<file path="src/rtl/boa_id_branch_predictor_pkg.sv">
// Boa32 ID-stage branch predictor shared definitions.
// Opcodes, immediate extractors and predictor FSM states.
package boa_id_branch_predictor_pkg;

  localparam logic [6:0] OP_JAL    = 7'b1101111;
  localparam logic [6:0] OP_BRANCH = 7'b1100011;

  typedef logic [0:0] bp_state_t;
  localparam bp_state_t BP_INIT = 1'b0;
  localparam bp_state_t BP_RUN  = 1'b1;

  function automatic logic [31:0] imm_j(
    input logic [31:0] i
  );
    return {{12{i[31]}}, i[19:12], i[20],
            i[30:21], 1'b0};
  endfunction

  function automatic logic [31:0] imm_b(
    input logic [31:0] i
  );
    return {{20{i[31]}}, i[7], i[30:25],
            i[11:8], 1'b0};
  endfunction

endpackage

</file>
<file path="src/rtl/boa_id_branch_predictor_sat_ctr_table.sv">
// Saturating-counter table: one async read port,
// one read-modify-write training port, one init port.
module boa_sat_ctr_table
  import boa_id_branch_predictor_pkg::*;
#(
  parameter int ENTRIES  = 64,
  parameter int CTR_BITS = 2,
  parameter int IDX      = $clog2(ENTRIES)
) (
  input  logic                clk,
  input  logic [IDX-1:0]      rd_idx,
  output logic [CTR_BITS-1:0] rd_ctr,
  input  logic                upd_en,
  input  logic [IDX-1:0]      upd_idx,
  input  logic                upd_taken,
  input  logic                init_en,
  input  logic [IDX-1:0]      init_idx,
  input  logic [CTR_BITS-1:0] init_val
);

  localparam logic [CTR_BITS-1:0] MAX = '1;

  logic [CTR_BITS-1:0] mem_q [ENTRIES];
  logic [CTR_BITS-1:0] upd_cur;
  logic [CTR_BITS-1:0] upd_nxt;

  // Read ports and saturating next-counter value
  always_comb begin
    rd_ctr  = mem_q[rd_idx];
    upd_cur = mem_q[upd_idx];
    upd_nxt = upd_cur;
    if (upd_taken) begin
      if (upd_cur != MAX) upd_nxt = upd_cur + 1'b1;
    end else begin
      if (upd_cur != '0) upd_nxt = upd_cur - 1'b1;
    end
  end

  // Init sweep writes win over training updates
  always_ff @(posedge clk) begin
    if (init_en)
      mem_q[init_idx] <= init_val;
    else if (upd_en)
      mem_q[upd_idx] <= upd_nxt;
  end

endmodule

</file>
<file path="src/rtl/boa_id_branch_predictor.sv">
// Boa32 ID-stage dynamic branch predictor.
// BHT (bimodal or gshare), ID/IF redirect, ID/EX register.
module boa_id_branch_predictor
  import boa_id_branch_predictor_pkg::*;
#(
  parameter int BHT_ENTRIES = 64,
  parameter int CTR_BITS    = 2,
  parameter int HIST_BITS   = 0
) (
  input  logic        clk,
  input  logic        rst,
  input  logic        d_valid,
  input  logic [29:0] d_pc,
  input  logic [31:0] d_insn,
  input  logic        fw_stall_id,
  input  logic        fw_stall_ex,
  input  logic        fw_flush,
  output logic        id_branch_predict,
  output logic [29:0] id_branch_target,
  output logic        id_busy,
  output logic        q_valid,
  output logic [29:0] q_pc,
  output logic [31:0] q_insn,
  output logic        q_predicted,
  output logic [(HIST_BITS>0?HIST_BITS:1)-1:0] q_hist,
  input  logic        ex_res_valid,
  input  logic [29:0] ex_res_pc,
  input  logic        ex_res_taken,
  input  logic        ex_res_mispredict,
  input  logic [(HIST_BITS>0?HIST_BITS:1)-1:0] ex_res_hist
);

  localparam int IDX = $clog2(BHT_ENTRIES);
  localparam int HW  = (HIST_BITS > 0) ? HIST_BITS : 1;
  localparam int SH  = (HIST_BITS > 0) ? IDX - HIST_BITS : 0;
  localparam logic [CTR_BITS-1:0] WNT =
    CTR_BITS'((1 << (CTR_BITS - 1)) - 1);

  function automatic logic [IDX-1:0] bht_hash(
    input logic [IDX-1:0] pc,
    input logic [HW-1:0]  h
  );
    logic [IDX-1:0] hx;
    hx = IDX'(h) << SH;
    if (HIST_BITS > 0) return pc ^ hx;
    return pc;
  endfunction

  bp_state_t      state_q, state_d;
  logic [IDX-1:0] sweep_q, sweep_d;
  logic [HW-1:0]  ghr_q, ghr_d;

  logic [6:0]          opcode;
  logic                is_jal, is_br, active, run;
  logic [31:0]         ij, ib;
  logic [29:0]         jal_tgt, br_tgt;
  logic [IDX-1:0]      rd_idx, upd_idx;
  logic [CTR_BITS-1:0] rd_ctr;
  logic [HW:0]         ghr_shift, ghr_fix;
  logic                unused_bits;

  assign unused_bits = ^{ij[1:0], ib[0],
                         ex_res_pc[29:IDX]};

  boa_sat_ctr_table #(
    .ENTRIES (BHT_ENTRIES),
    .CTR_BITS(CTR_BITS),
    .IDX     (IDX)
  ) u_bht (
    .clk      (clk),
    .rd_idx   (rd_idx),
    .rd_ctr   (rd_ctr),
    .upd_en   (run && ex_res_valid),
    .upd_idx  (upd_idx),
    .upd_taken(ex_res_taken),
    .init_en  (state_q == BP_INIT),
    .init_idx (sweep_q),
    .init_val (WNT)
  );

  // Decode, lookup and redirect in ID
  always_comb begin
    run     = (state_q == BP_RUN);
    id_busy = !run;
    opcode  = d_insn[6:0];
    is_jal  = (opcode == OP_JAL);
    is_br   = (opcode == OP_BRANCH);
    ij      = imm_j(d_insn);
    ib      = imm_b(d_insn);
    jal_tgt = d_pc + ij[31:2];
    br_tgt  = d_pc + ib[31:2];
    active  = d_valid && !fw_stall_id && run;
    rd_idx  = bht_hash(d_pc[IDX-1:0], ghr_q);
    upd_idx = bht_hash(ex_res_pc[IDX-1:0], ex_res_hist);
    id_branch_predict = 1'b0;
    id_branch_target  = '0;
    if (active) begin
      unique case (1'b1)
        is_jal: begin
          id_branch_predict = 1'b1;
          id_branch_target  = jal_tgt;
        end
        is_br: begin
          if (!ib[1] && rd_ctr[CTR_BITS-1]) begin
            id_branch_predict = 1'b1;
            id_branch_target  = br_tgt;
          end
        end
        default: ;
      endcase
    end
  end

  // Sweep FSM and global history next-state
  always_comb begin
    state_d   = state_q;
    sweep_d   = sweep_q;
    ghr_d     = ghr_q;
    ghr_shift = {ghr_q, id_branch_predict};
    ghr_fix   = {ex_res_hist, ex_res_taken};
    if (!run) begin
      sweep_d = sweep_q + 1'b1;
      if (sweep_q == IDX'(BHT_ENTRIES - 1))
        state_d = BP_RUN;
    end
    if (run && active && is_br)
      ghr_d = ghr_shift[HW-1:0];
    if (run && ex_res_valid && ex_res_mispredict)
      ghr_d = ghr_fix[HW-1:0];
    if (HIST_BITS == 0)
      ghr_d = '0;
  end

  // FSM, sweep index and history registers
  always_ff @(posedge clk) begin
    if (!rst) begin
      state_q <= BP_INIT;
      sweep_q <= '0;
      ghr_q   <= '0;
    end else begin
      state_q <= state_d;
      sweep_q <= sweep_d;
      ghr_q   <= ghr_d;
    end
  end

  // ID/EX register: flush, hold, bubble or capture
  always_ff @(posedge clk) begin
    if (!rst) begin
      q_valid     <= 1'b0;
      q_pc        <= '0;
      q_insn      <= '0;
      q_predicted <= 1'b0;
      q_hist      <= '0;
    end else if (fw_flush) begin
      q_valid     <= 1'b0;
    end else if (fw_stall_ex) begin
      q_valid     <= q_valid;
    end else if (fw_stall_id) begin
      q_valid     <= 1'b0;
    end else begin
      q_valid     <= d_valid;
      q_pc        <= d_pc;
      q_insn      <= d_insn;
      q_predicted <= id_branch_predict;
      q_hist      <= ghr_q;
    end
  end

endmodule

</file>
<file path="config.mk">
export PLATFORM = sky130hd
export DESIGN_NAME = boa_id_branch_predictor
export DESIGN_NICKNAME = d
export VERILOG_FILES = /design/src/rtl/boa_id_branch_predictor_pkg.sv /design/src/rtl/boa_id_branch_predictor_sat_ctr_table.sv /design/src/rtl/boa_id_branch_predictor.sv
export SDC_FILE = /design/constraint.sdc
export NUM_CORES = 1
export LEC_CHECK = 0
export ABC_AREA = 1
export ABC_CLOCK_PERIOD_IN_PS = 6000
export BUFFER_PORTS_ARGS = -buffer_cell sky130_fd_sc_hd__buf_2
export CAP_MARGIN = 20
export CORE_MARGIN = 3
export CORE_UTILIZATION = 43
export DETAILED_ROUTE_END_ITERATION = 10
export SYNTH_ARGS = -nofsm -noshare
export SYNTH_HDL_FRONTEND = slang
export SYNTH_SLANG_ARGS = --single-unit
</file>
<file path="constraint.sdc">
create_clock -name clk -period 6 [get_ports clk]
set_input_delay 1.2 -clock clk [delete_from_list [all_inputs] [get_ports clk]]
set_output_delay 1.2 -clock clk [all_outputs]
set_load 0.005 [all_outputs]
</file>
* Word-level counts from Yosys, hierarchy flattened *
Memory sizes are Yosys's and may differ from the RTL's.
Index checks and enable logic that the tools add are counted.

operators by class
  multipliers = 0
  div/mod/pow operators = 0
  magnitude comparators = 0
  shift operators = 0
  reduce and logical (&&, ||, !) cells = 11
  multiplexer cells = 19
  bitwise operators = 4
  equality and inequality tests = 4
  $add $sub $neg = 5

operator list
  cell                                                                 number
  30-bit adder                                                         2
  30-bit 2-to-1 mux                                                    2
  30-bit one-hot mux with 2 select lines                               1
  7-bit equality test (second input constant)                          2
  1-bit 2-to-1 mux                                                     10
  2-bit 2-to-1 mux                                                     4
  6-bit by 1-bit adder with 6-bit output (second input constant)       1
  6-bit equality test (second input constant)                          1
  6-bit 2-to-1 mux                                                     1
  1-bit logical AND                                                    4
  1-bit inverter                                                       4
  2-bit OR reduction                                                   2
  1-bit logical NOT                                                    3
  3-bit AND reduction                                                  1
  2-bit by 1-bit adder with 2-bit output (second input constant)       1
  2-bit != test (second input constant)                                1
  1-bit one-hot mux with 2 select lines                                1
  2-bit nonzero test                                                   1
  2-bit by 1-bit subtractor with 2-bit output (second input constant)  1

storage, ports and cells
  output and inout bits = 97
  memory bits (read-only) = 0
  input port bits = 102
  bits in writable memories = 128
  bits in latches = 0
  word-level logic and storage cells = 50
  register bits = 71
  memories = 1

memory list
  memory       depth  bits a word  rd ports  clocked after memory_dff  wr ports  RTL line                                     source
  u_bht.mem_q  64     2            2         0                         1         boa_id_branch_predictor_sat_ctr_table.sv:23  logic [CTR_BITS-1:0] mem_q [ENTRIES];

* Logic depth before layout (Yosys ltp) *
Gate-level depths: netlist of run 1.

  word-level depth = 6
  gate-level depth with buffers = 16
  depth with buffers taken out = 15

* Modules after synthesis *
Synthesis of run 1 repeated with hierarchy kept, for this count alone.

unflattened totals
  cell total of the unflattened synthesis = 1956
  area total of the unflattened synthesis = 13454.2 sq um

modules (own cells, without submodules)
  module                   area each (sq um)  sequential area each (sq um)  times used  cells an instance
  boa_sat_ctr_table        6857.8             3843.7                        1           790
  boa_id_branch_predictor  6596.3             1421.4                        1           1166

* Least setup slack after synthesis of run 1 *
OpenSTA, ideal clock, no wires.

  kind = input-to-reg
  start = in ex_res_pc[0]
  end = mem u_bht.mem_q[0][1] (data pin)
  cell stages on the path = 14
  setup time = 501 ps
  arrival time = 3849 ps
  data required time = 5499 ps
  buffers on the path = 3
  path slack = 1650 ps
  cells stage by stage = buf_2 -> inv_2 -> buf_2 -> buf_2 -> nor2_1 -> o22ai_1 -> nand2_1 -> nand2_1 -> nand2_1 -> nand3_1 -> nand3_1 -> nand2_1 -> a21oi_1 -> nor2_1

on the way
  cells in the longest elaborated chain, start to end = 5
  elaborated cells on any way between the ends = 9
  classes of those cells = add/sub: 2; eq/ne: 1; mux: 4; reduce/logical: 1; memory: 1

ends and longest elaborated chain
  what                                                                       RTL line                                                                                  source
  from (decl)                                                                boa_id_branch_predictor.sv:27                                                             input logic [29:0] ex_res_pc,
  memory read 64 x 2 bit (*)                                                 -
  2-bit by 1-bit subtractor with 2-bit output, or another cell as far along  boa_id_branch_predictor_sat_ctr_table.sv:35                                               if (upd_cur != '0) upd_nxt = upd_cur - 1'b1;
  2-bit 2-to-1 mux, on equally long branches                                 boa_id_branch_predictor_sat_ctr_table.sv:35, boa_id_branch_predictor_sat_ctr_table.sv:33
  2-bit 2-to-1 mux (*)                                                       boa_id_branch_predictor_sat_ctr_table.sv:32                                               if (upd_taken) begin
  2-bit 2-to-1 mux (no line) (*)                                             -
  to (decl)                                                                  boa_id_branch_predictor_sat_ctr_table.sv:23

Mark *: on every way between the ends. The rest lies on a longest branch, timed or not.

* Worst setup path after layout of run 1 *
  start = in d_pc[1]
  end = out id_branch_target[26]

on the way
  cells in the longest elaborated chain, start to end = 5
  elaborated cells on any way between the ends = 7
  classes of those cells = add/sub: 2; mux: 3; reduce/logical: 1; memory: 1

ends and longest elaborated chain
  what                                                  RTL line                       source
  from (decl)                                           boa_id_branch_predictor.sv:13  input logic [29:0] d_pc,
  branches (longest 3 deep; another with 30-bit adder)  -
  30-bit one-hot mux with 2 select lines (*)            boa_id_branch_predictor.sv:98  unique case (1'b1)
  30-bit 2-to-1 mux (*)                                 boa_id_branch_predictor.sv:97  if (active) begin
  to (decl)                                             boa_id_branch_predictor.sv:19  output logic [29:0] id_branch_target,

Every way passes the cells marked *.

==> flow_summary.ini, run 1 <==
[cells_and_area]
area.growth.synth_to_final_pct = 14.2
insertedDiodeCount = 0
layout_common_cells = nand2_1 (368), nor2_1 (305), nand3_1 (175), buf_2 (171), o21ai_0 (158)
drive_gt1_share_pct = 13.5
mostFrequentLayoutCell = nand2_1
fin_nets = 1972
fin_area_um2 = 14100

[outcome]
status = complete, no violations

[sta]
rsz0062_at_grt = false
skew_ns = 0.0142
setup_viol = 0
finalHoldViolCount = 0
min_period_ns = 5.20
timing.fmax_ghz = 0.192
tns_ns = 0
worst_slew_pin_slew_ns = 1.03
slew_headroom_pct = 31.2
fin_crit_sh_pct = 86.7
slew_viol_final = 0

[pwr]
ir_drop_v = 0.000192
power.leakage_nw = 6.25
p_per_area_nw_per_um2 = 234

[global_routing]
grt_pass1_wl_mm = 66.7
grt_use_total_pct = 27.7
grt_start_max_net_pins = 71
grt.overflow.total = 0
grt_antenna_before_repair = 0
grt_pass1_vias = 11823

[clocking]
cts_inserted_buffers = 17
cts_buffer_depth = 2
insertion_delay_ns = 0.44
cts_tree = done
clkSinkCount = 199
cts_hold_buf = 0
h-tree-depth = 4
cts_setup_buffers = 0
cts_resized = 0
clk_pin_slew_ns = 0.08
cts-root-buf = clkbuf_16

[run]
max_cap_violations = 0

[worst_setup_path]
endpoint_kind = output port
cp_cell_sequence = buf_2 > inv_4 > fa_1 > o21ai_1 > a21oi_1 > inv_1 > nand2_1 > nand2_1 > nand3_1 > nand3_1 > nand3_1 > a21oi_1 > buf_2
path_common_cell = nand3_1
worst_path_max_delay_cell = fa_1
crit_required_ns = 4.80
critPathKind = primary input to output port
critical-path-max-stage-delay_ns = 0.54
worstPathArrival_ns = 4.00
path_max_fanout = 19
critPathLaunchType = primary input

[detailed_routing]
first_pass_iters = 5
routed_wl_mm = 43.0
drc = 0
routedWlPerCell_um = 19.4
num_vias = 12289
antenna_left = 0
drt-vias-per-instance = 5.54
drt_iter0_drc = 1029

[logic_synthesis]
synth.top_cell.area_share_pct = 31.2
ys_types = 39
yosysSeqAreaShare_pct = 42.8
yosysWarnings = 0
syn_area_um2 = 12300
syn_area_per_cell_um2 = 7.29
ys_ff_latch = 199
syn_nets = 1836
synthCells = 1690
synth_top_cell_by_area = edfxtp_1
netlist_top_cells_area = edfxtp_1 (31%), dfxtp_1 (12%), nand2_1 (11%)

[die]
core_um2 = 28000
io_pins = 199
fp-row-count = 61
start_util_pct = 44.0
dieArea_um2 = 30700
die_h_um = 175
die_width_um = 175

[placed_design]
io_buffers = 171
routabilityCongestion = 0.939
hpwl_mm = 30.9
dpl_cell_area_um2 = 13400

[hold_path]
hp-class = flop to flop
## Yosys cell counts
master / number
fa_1: 2
a21boi_0: 1
buf_4: 5
nor4_1: 7
buf_2: 21
o21ai_0: 158
or2_1: 2
clkinv_1: 4
o21ai_2: 9
o21bai_1: 6
nor3b_1: 1
xor2_1: 7
a21oi_1: 104
nand2_2: 1
nand3_1: 176
inv_2: 7
buf_6: 6
conb_1: 1
edfxtp_1: 128
inv_4: 2
nor3_1: 16
inv_1: 119
nor2_2: 2
nand4_1: 28
nand3b_1: 3
a21oi_4: 1
nor2_1: 306
or2_2: 5
buf_8: 1
clkbuf_1: 36
o21a_1: 4
xnor2_1: 7
dfxtp_1: 71
nand2_1: 368
ha_1: 42
o21ai_1: 8
nor4_2: 1
o22ai_1: 21
a21o_1: 3
## final cells by class
cell class                      instances  area [um^2]
Tap cell                              378          473
Multi-Input combinational cell       1290         6220
Inverter                              132          500
Timing Repair Buffer                  186          993
Clock inverter                         15          193
Clock buffer                           17          425
Fill cell                            2786        13900
Sequential cell                       199         5270
## per-stage QoR
stage	cells	power, W	worst slack, ns	utilization, %	hold WS [ns]
3_3_place_gp	2184	0.00210	0.852	47.9	0.475
5_1_grt	2217	0.00344	0.584	50.2	0.512
3_5_place_dp	2184	0.00211	0.828	47.9	0.479
2_1_floorplan	1690	0.00190	1.65	-	0.457
4_1_cts	2216	0.00331	0.827	50.1	0.489
6_report	2217	0.00330	0.798	50.2	0.485
## per-layer routing
metal	vias to the layer above	track usage (%)	routed length [um]
met5	-	0	0
met3	89	4.19	2730
met1	5764	36.5	18300
met2	460	46.4	20500
met4	0	9.84	1390
li1	5976	-	-
## kinds of logic after synthesis
logic type                 after synthesis  share of synthesized area (%)
xor gates and xnor gates                14                          0.996
AOI/OAI and AO/OA                      315                           13.7
and+or+nand+nor                        916                           31.0
other                                    1                         0.0304
buffers and inverters                  201                           6.99
adders and majority gates               44                           4.59
DFF                                    199                           42.8
## state kept, by name (all words and copies together), names as in the netlist
signal       count
q_pc            30
q_predicted      1
q_valid          1
sweep_q          6
u_bht.mem_q    128
q_insn          32
run              1
## power by group
group	internal [W]	switching, W
clock network	0.000574	0.000634
logic	0.000188	0.000421
registers	0.00147	0.0000122
## path summary, 6_finish.rpt
check	from	end	slack, ns	cells past startpoint
max	d_pc[1]	id_branch_target[26]	0.80	13
min	sweep_q[5]$_SDFFE_PN0N_	run$_SDFF_PN0_	0.49	2
max reg2reg	run$_SDFF_PN0_	u_bht.mem_q[16][1]$_DFFE_PP_	3.19	8
min reg2reg	sweep_q[5]$_SDFFE_PN0N_	run$_SDFF_PN0_	0.49	2
## worst max-delay path: cells and delay by family
family | cells | cell delay, ns
buffers and inverters | 4 | 1.03
AOI/OAI and AO/OA | 3 | 0.70
adders and majority gates | 1 | 0.54
and+or+nand+nor | 5 | 0.52
(Power assumes the default switching activity.)
==> run 2: changes to the inputs <==
--- a/config.mk
+++ b/config.mk
@@ -5,8 +5,7 @@
 export SDC_FILE = /design/constraint.sdc
 export NUM_CORES = 1
 export LEC_CHECK = 0
-export ABC_AREA = 1
-export ABC_CLOCK_PERIOD_IN_PS = 6000
+export ABC_CLOCK_PERIOD_IN_PS = 4860
 export BUFFER_PORTS_ARGS = -buffer_cell sky130_fd_sc_hd__buf_2
 export CAP_MARGIN = 20
 export CORE_MARGIN = 3
==> constraint.sdc (replaced) <==
create_clock -name clk -period 4.86 [get_ports clk]
set_input_delay 0.972 -clock clk [delete_from_list [all_inputs] [get_ports clk]]
set_output_delay 0.972 -clock clk [all_outputs]
set_load 0.005 [all_outputs]
==> flow_summary.ini, run 2 <==
[outcome]
status = complete, no violations

[logic_synthesis]
syn_nets = 1265
synth-edff-count = 128
ys_types = 78
netlist_top_cells_area = edfxtp_1 (33%), dfxtp_1 (12%), mux4_2 (9.4%)
synthCells = 1119
yosys_most_used_dff = edfxtp_1
yosysSeqAreaShare_pct = 45.6
synth_top_cell_by_area = edfxtp_1
synth_most_common_cell = nand2_1
syn_area_per_cell_um2 = 10.3
ys_ff_latch = 199
synth_common_cells = nand2_1 (192), edfxtp_1 (128), nor2_1 (109)
yosysWarnings = 0
synth.top_cell.area_share_pct = 33.3
syn_area_um2 = 11500
async_flop_share_pct = 0

[die]
core_um2 = 26200
fp-row-count = 59
dieArea_um2 = 28800
die_width_um = 170
io_pins = 199
die_h_um = 170
start_util_pct = 44.0

[cells_and_area]
fin_util_pct = 52.0
fin_nets = 1440
fillerInstances = 2469
layout_common_cells = nand2_1 (191), buf_2 (171), edfxtp_1 (128), nor2_1 (109), dfxtp_1 (71)
insertedDiodeCount = 0
top_regs = u_bht.mem_q (128), q_insn (32), q_pc (30)
fin_area_um2 = 13600
top_register = u_bht.mem_q
largest_reg_flops = 128
area.growth.synth_to_final_pct = 18.1
drive_gt1_share_pct = 24.9
mostFrequentLayoutCell = nand2_1

[worst_setup_path]
worstPathArrival_ns = 3.74
critPathBufInv = 4
path_max_fanout = 3
critical-path-max-stage-delay_ns = 0.38
critPathLaunchType = primary input
crit_family = compound AO/OA/AOI/OAI gates
critPathKind = primary input to output port
crit_required_ns = 3.89
cp_cell_sequence = buf_2 > ha_2 > inv_1 > fa_2 > nand2b_1 > a21o_1 > a311oi_2 > buf_4 > nor2_1 > a311oi_2 > o21ai_1 > a21o_1 > or3b_1 > o311ai_1 > buf_2
endpoint_kind = output port
worst_path_max_delay_cell = or3b_1

[global_routing]
grt.overflow.total = 0
grt_pass1_wl_mm = 50.7
grt_start_max_net_pins = 72
grt_use_total_pct = 22.4
grt_pass1_vias = 9095
grt_antenna_before_repair = 0

[sta]
tns_ns = 0
fin_crit_sh_pct = 96.9
hold-worst-slack_ns = 0.461
finalHoldViolCount = 0
worst_slew_pin_slew_ns = 0.931
slew_viol_final = 0
timing.fmax_ghz = 0.212
slew_headroom_pct = 38.0
skew_ns = 0.0267
rsz0062_at_grt = false
setup_viol = 0
min_period_ns = 4.71

[clocking]
cts_hold_buf = 0
insertion_delay_ns = 0.46
cts_tree = done
h-tree-depth = 4
cts-root-buf = clkbuf_16
cts_setup_buffers = 0
cts_inserted_buffers = 17
clk_pin_slew_ns = 0.08
cts_buffer_depth = 2
clkSinkCount = 199

[detailed_routing]
met1Wirelength_mm = 14.3
top_layer = met4
antenna_left = 0
num_vias = 9390
drt_iter0_drc = 794
first_pass_iters = 6
drc = 0
routedWlPerCell_um = 19.7
route.met2.wl_mm = 16.0
wl_met3_mm = 1.69
drt-vias-per-instance = 5.72
routed_wl_mm = 32.4

[hold_path]
hp-class = flop to flop

[placed_design]
dpl_cell_area_um2 = 12900
routabilityCongestion = 0.869
hpwl_mm = 23.6
io_buffers = 171

[pwr]
ir_drop_v = 0.000167
p_per_area_nw_per_um2 = 288
power.leakage_nw = 5.24

[run]
max_cap_violations = 0
==> run 2: per-layer routing <==
| layer | track usage (%) | vias to the layer above |
|---|---|---|
| met2 | 38.3 | 279 |
| met3 | 2.79 | 33 |
| met5 | 0 | - |
| met4 | 5.16 | 0 |
| li1 | - | 4506 |
| met1 | 30.6 | 4572 |
==> run 2: kinds of logic after synthesis <==
logic type / count (synthesis) / share of synthesized area (%)
xor gates and xnor gates: 22 / 1.67
buffers and inverters: 85 / 3.36
DFF: 199 / 45.6
muxes: 63 / 11.0
adders and majority gates: 45 / 5.00
AOI/OAI and AO/OA: 293 / 17.5
and+or+nand+nor: 411 / 15.7
other: 1 / 0.0325
==> run 2: through the flow <==
| step | setup slack [ns] | total power, W | std cells |
|---|---|---|---|
| 3_3_place_gp | 0.00744 | 0.00242 | 1609 |
| 2_1_floorplan | 0.0552 | 0.00223 | 1119 |
| 5_1_grt | 0.000433 | 0.00409 | 1642 |
| 3_5_place_dp | 0.00427 | 0.00243 | 1609 |
| 4_1_cts | 0.0228 | 0.00395 | 1641 |
| 6_report | 0.150 | 0.00392 | 1642 |
==> run 2: worst min-delay path, cell delays in order (launching register included) <==
cell and delay, ns:
dfxtp_1 0.31, nand2_1 0.04, a21boi_0 0.06
==> run 2: what timing repair did <==
| item | 4_1_cts | 5_1_grt |
|---|---|---|
| resized for setup | 1 | 10 |
| setup endpoints to repair | 1 | 12 |
| endpoints found under the hold margin | 0 | 0 |
| pin swaps | 0 | 4 |
==> run 2: worst paths after layout <==
check / from / endpoint / slack (ns) / cells after the start
max: d_insn[9] / id_branch_target[28] / 0.15 / 15
min: q_insn[0]$_SDFFE_PN0P_ / q_insn[0]$_SDFFE_PN0P_ / 0.46 / 2
max reg2reg: u_bht.mem_q[57][1]$_DFFE_PP_ / u_bht.mem_q[41][0]$_DFFE_PP_ / 1.67 / 6
min reg2reg: q_insn[0]$_SDFFE_PN0P_ / q_insn[0]$_SDFFE_PN0P_ / 0.46 / 2
==> run 2: area by class of cell <==
type	count	area [um^2]	share of cell area (%)
Inverter	20	75.1	0.551
Sequential cell	199	5270	38.6
Clock buffer	17	425	3.12
Multi-Input combinational cell	835	5950	43.7
Timing Repair Buffer	221	1270	9.31
Clock inverter	15	219	1.61
Tap cell	335	419	3.08
==> run 2: where the power goes <==
group | total (W) | switching [W] | internal, W
logic | 0.000588 | 0.000341 | 0.000247
clock network | 0.00152 | 0.000796 | 0.000729
registers | 0.00181 | 0.0000115 | 0.00180
total | 0.00392 | 0.00115 | 0.00277
